===== src/rtl/otter_pkg.sv =====
// Shared OTTER constants and types.
// Load funct3 codes and write-back buffer parameters.
package otter_pkg;

  localparam logic [2:0] LB  = 3'b000;
  localparam logic [2:0] LH  = 3'b001;
  localparam logic [2:0] LW  = 3'b010;
  localparam logic [2:0] LBU = 3'b100;
  localparam logic [2:0] LHU = 3'b101;

  localparam int         WB_FIFO_DEPTH   = 4;
  localparam logic [2:0] WB_STARVE_LIMIT = 3'd7;

  typedef struct packed {
    logic [4:0]  rd;
    logic [31:0] data;
  } wb_entry_t;

endpackage


===== src/rtl/otter_ld_align.sv =====
// Load return alignment and extension.
// Selects byte/halfword by address offset and extends per funct3.
module otter_ld_align
  import otter_pkg::*;
(
  input  logic [31:0] data,
  input  logic [2:0]  funct3,
  input  logic [1:0]  addr_lo,
  output logic [31:0] result
);

  logic [7:0]  byte_sel;
  logic [15:0] half_sel;

  always_comb begin
    byte_sel = data[{addr_lo, 3'b000} +: 8];
    half_sel = addr_lo[1] ? data[31:16] : data[15:0];
    result   = data;
    unique case (1'b1)
      (funct3 == LB):  result = {{24{byte_sel[7]}}, byte_sel};
      (funct3 == LBU): result = {24'd0, byte_sel};
      (funct3 == LH):  result = {{16{half_sel[15]}}, half_sel};
      (funct3 == LHU): result = {16'd0, half_sel};
      default:         result = data;
    endcase
  end

endmodule


===== src/rtl/otter_wb_arbiter.sv =====
// Register-file write-back arbiter: pipeline results vs buffered loads.
// Loads queue in a 4-deep FIFO; a starvation counter forces a drain.
module otter_wb_arbiter
  import otter_pkg::*;
(
  input  logic        i_clk,
  input  logic        i_rst_n,
  input  logic        i_pipe_valid,
  input  logic [4:0]  i_pipe_rd,
  input  logic [31:0] i_pipe_data,
  input  logic        i_ld_valid,
  output logic        o_ld_ready,
  input  logic [4:0]  i_ld_rd,
  input  logic [31:0] i_ld_data,
  input  logic [2:0]  i_ld_funct3,
  input  logic [1:0]  i_ld_addr_lo,
  output logic        o_w_en,
  output logic [4:0]  o_w_addr,
  output logic [31:0] o_w_data,
  output logic [31:0] o_pend_mask,
  output logic        o_stall
);

  localparam logic [2:0] DEPTH = 3'(WB_FIFO_DEPTH);

  wb_entry_t   fifo [WB_FIFO_DEPTH];
  logic [1:0]  wptr;
  logic [1:0]  rptr;
  logic [2:0]  count;
  logic [2:0]  starve;
  logic [31:0] ld_ext;
  logic [31:0] mask;
  logic        nonempty;
  logic        push;
  logic        pop;
  logic        take_pipe;

  otter_ld_align u_align (
    .data    (i_ld_data),
    .funct3  (i_ld_funct3),
    .addr_lo (i_ld_addr_lo),
    .result  (ld_ext)
  );

  assign nonempty   = (count != 3'd0);
  assign o_ld_ready = (count < DEPTH);
  assign o_stall    = (starve == WB_STARVE_LIMIT);
  assign push = i_ld_valid && o_ld_ready
             && (i_ld_rd != 5'd0);

  // Forced drain outranks the pipeline; rd=0 pipe writes never block.
  always_comb begin
    pop       = 1'b0;
    take_pipe = 1'b0;
    if (o_stall && nonempty) begin
      pop = 1'b1;
    end else if (i_pipe_valid
                 && (i_pipe_rd != 5'd0)) begin
      take_pipe = 1'b1;
    end else if (nonempty) begin
      pop = 1'b1;
    end
  end

  always_comb begin
    mask = '0;
    for (int i = 0; i < WB_FIFO_DEPTH; i++) begin
      if (3'(i) < count)
        mask[fifo[rptr + 2'(i)].rd] = 1'b1;
    end
    o_pend_mask = mask & ~32'd1;
  end

  always_ff @(posedge i_clk or negedge i_rst_n) begin
    if (!i_rst_n) begin
      for (int i = 0; i < WB_FIFO_DEPTH; i++)
        fifo[i] <= '0;
      wptr  <= '0;
      rptr  <= '0;
      count <= '0;
    end else begin
      if (push) begin
        fifo[wptr] <= '{rd: i_ld_rd, data: ld_ext};
        wptr       <= wptr + 2'd1;
      end
      if (pop)
        rptr <= rptr + 2'd1;
      count <= count + 3'(push) - 3'(pop);
    end
  end

  always_ff @(posedge i_clk or negedge i_rst_n) begin
    if (!i_rst_n)
      starve <= '0;
    else if (!nonempty || pop)
      starve <= '0;
    else if (!o_stall)
      starve <= starve + 3'd1;
  end

  always_ff @(posedge i_clk or negedge i_rst_n) begin
    if (!i_rst_n) begin
      o_w_en   <= 1'b0;
      o_w_addr <= '0;
      o_w_data <= '0;
    end else if (pop) begin
      o_w_en   <= 1'b1;
      o_w_addr <= fifo[rptr].rd;
      o_w_data <= fifo[rptr].data;
    end else if (take_pipe) begin
      o_w_en   <= 1'b1;
      o_w_addr <= i_pipe_rd;
      o_w_data <= i_pipe_data;
    end else begin
      o_w_en   <= 1'b0;
    end
  end

endmodule


===== config.mk =====
export PLATFORM = sky130hd
export DESIGN_NAME = otter_wb_arbiter
export DESIGN_NICKNAME = d
export VERILOG_FILES = /design/src/rtl/otter_pkg.sv /design/src/rtl/otter_ld_align.sv /design/src/rtl/otter_wb_arbiter.sv
export SDC_FILE = /design/constraint.sdc
export NUM_CORES = 1
export LEC_CHECK = 0
export ABC_CLOCK_PERIOD_IN_PS = 2300
export BUFFER_PORTS_ARGS = -buffer_cell sky130_fd_sc_hd__buf_2
export CORE_ASPECT_RATIO = 1.4
export CORE_MARGIN = 4
export CORE_UTILIZATION = 53
export CTS_BUF_LIST = sky130_fd_sc_hd__clkbuf_16
export DETAILED_ROUTE_END_ITERATION = 7
export GPL_ROUTABILITY_DRIVEN = 0
export PLACE_DENSITY_LB_ADDON = 0.12
export SETUP_SLACK_MARGIN = 0.15
export SLEW_MARGIN = 30
export SYNTH_ARGS = -nofsm -noshare
export SYNTH_HDL_FRONTEND = slang
export SYNTH_HIERARCHICAL = 1
export SYNTH_SLANG_ARGS = --single-unit

===== constraint.sdc =====
create_clock -name i_clk -period 2.3 [get_ports i_clk]
set_input_delay 0.23 -clock i_clk [delete_from_list [all_inputs] [get_ports i_clk]]
set_output_delay 0.23 -clock i_clk [all_outputs]
set_load 0.01 [all_outputs]

==> run metrics <==
Num CTS Buffers=17; Pwr Total=0.0232 W; drt pass-1 iters=5; Post-DP HPWL=22800 µm; hold slack=0.0264 ns; area share of the leading cell type in the synthesized netlist=43.3%; min-delay worst type=input pin to flop; Starting DRT DRC Count=761; initial antenna violation count=1; Crit Path Max Fanout=7; Worst-Margin Slew=0.670 ns; vias=9308; Final WS setup=-0.577 ns; Crit path arrival time=2.65 ns; largest net degree at the start of global routing=75; CTS H-tree lvls=4; first-pass GRT wire length=50900 µm; cell count after synthesis=959; GRT Util Overall=27.0%; worst skew pair latency=0.45 ns; Synth Warn #=6; Post-Syn Area=0.0113 mm²; total clock sinks=196; Slew Viols, Final=0; FP Rows=63; antenna cells=0; fmax=348 MHz; clock-pin slew on the worst setup and hold paths=0.07 ns; final setup violating endpoints=31; startpoint types=flop; MaxCap Viol Count=0; Cells after DPL=1400; CTS Root Cell=clkbuf_16; via/cell ratio=6.37; Power Dens Cells=1640 mW/mm²; Final Non-Filler Cells=1462; share of cells above drive strength 1=50.2%; RSZ-0062 raised after global routing=yes; synth cell count leaders=dfrtp_1, mux2_2, nand2_1, nand3_1, mux4_2; Leak=6.38 nW; CTS tree=built; fin area=0.0142 mm²; initial core utilization=53.6%; IO Pins=155; residual DRC count=0; FILL cells=1629; post-synth top area cell=dfrtp_1; fin nets=1282; ANT nets after route=0; min Tclk post-route=2.88 ns; Tcrit/Tclk final=125%; ranking of synthesized cells by area=dfrtp_1, mux2_2, mux4_2; sequential area share after synthesis=43.3%; status=complete, but fails checks; syn nets=1052; slew margin rel.=54.9%; Setup crit end kind=output port; Max IR drop VDD=0.794 mV; setup slack at placement=-0.105 ns; Clock Path Buffers=2; die width=132 µm; async set-reset flop share out of synthesis=100%; number of global-route vias before repair=9386; FF+latch count, synth=196; die area=0.0238 mm²; Congestion Overflow GR=0; count of different cell masters after synthesis=71; area growth from synthesis to layout=25.1%; Post-Route WL=32600 µm; PortBufs=153; Mean Syn Cell Area=11.8 µm²; top_reg_cell synth=dfrtp_1; Post-synth EDFFs=0; critical path class=flop to output port; Post-DP Area=0.0130 mm²; failing checks=setup timing; Worst Path Required=2.07 ns; core area=0.0211 mm²; Setup Skew=0.00756 ns; Die Height=181 µm; routed length per placed instance=22.3 µm; Hold Vio Cnt, Final=0; most frequent cell after synthesis=dfrtp_1
critical path, cell delays in order (launching register included):
cell,delay [ns]
dfrtp_4,0.53
buf_12,0.15
buf_12,0.12
mux4_2,0.46
nand4b_1,0.24
or3b_1,0.46
nand4_1,0.10
buf_2,0.14
per-layer routing:
metal  vias to the layer above  wire length [µm]  track usage (%)
met5                         -                13                0
met4                         2              1380             12.6
met3                       102              1820             4.48
met2                       381             16400             46.3
met1                      4683             12900             33.6
li1                       4140                 -                -
worst paths after layout:
| check | endpoint | startpoint | slack, ns | depth (start not counted) |
|---|---|---|---|---|
| max | o_pend_mask[23] | rptr[0]$_DFFE_PN0P_ | -0.58 | 7 |
| min | o_w_addr[2]$_DFFE_PN0P_ | i_pipe_rd[2] | 0.03 | 2 |
| max reg2reg | o_w_addr[4]$_DFFE_PN0P_ | rptr[0]$_DFFE_PN0P_ | 0.20 | 7 |
| min reg2reg | starve[0]$_DFFE_PN0P_ | starve[0]$_DFFE_PN0P_ | 0.46 | 1 |
| max in group asynchronous | fifo[100]$_DFFE_PN0P_ | i_rst_n | 1.20 | 3 |
| min in group asynchronous | fifo[36]$_DFFE_PN0P_ | i_rst_n | 0.31 | 2 |
kinds of logic (layout without fill, tap and decap cells):
kind of cell | after synthesis | after routing | share of synthesized area, %
other cells | 1 | 1 | 0.0331
buf+inv | 91 | 332 | 4.39
compound gates | 150 | 150 | 9.02
mux | 215 | 217 | 26.6
simple gates | 291 | 291 | 15.1
fa+ha+maj | 10 | 10 | 1.17
xor+xnor | 5 | 5 | 0.387
flops | 196 | 196 | 43.3
metrics by stage:
step                      util, %  TNS, ns
after floorplan                 -        0
after global placement       61.4   -0.386
after detailed placement     61.4    -1.39
after CTS                    65.9   -14.08
after global routing         67.1   -17.30
final                        67.1   -14.66
final cells by class:
class | instances | area, µm² | share of cell area [%]
clock buffers | 17 | 425 | 3.00
clock inverters | 15 | 145 | 1.02
repair buffers | 287 | 2040 | 14.4
flip-flops and latches | 196 | 4910 | 34.7
well taps | 260 | 325 | 2.30
inverters | 13 | 48.8 | 0.344
multi-input cells | 674 | 6280 | 44.3
cell usage in the layout (no fill, tap or decap), drive strengths merged, types with 4 or more instances in the layout:
cell type,count
nand4b,7
nor3b,6
mux2,156
a31oi,33
mux4,55
nor3,37
buf,285
nand4,19
nor2,15
a21oi,8
clkbuf,18
a32oi,4
and3,9
mux2i,6
nand3,65
nor2b,20
xnor2,4
ha,9
a221o,12
nand2b,6
dfrtp,196
o21ai,42
nor4b,10
inv,20
clkinv,5
a22o,5
a22oi,32
nand2,69
and2,5
sequential cells by signal, indices dropped and copies added, names as in the netlist:
register and count:
starve 3, count 3, o_w_data 32, o_w_en 1, o_w_addr 5, fifo 148, wptr 2, rptr 2
power breakdown:
group          switching [W]  internal, W  total, W
registers            0.00104      0.00513   0.00617
clock network        0.00143      0.00144   0.00287
logic                0.00705      0.00716    0.0142
total                0.00952       0.0137    0.0232
repair_timing:
item,4_1_cts,5_1_grt
gates resized for setup,46,42
endpoints found under the setup margin,31,70
hold buffers,1,0
hold endpoints to repair,52,0
setup buffers,20,7
pin swaps,15,22
cloned,1,1
(Power assumes the default switching activity.)
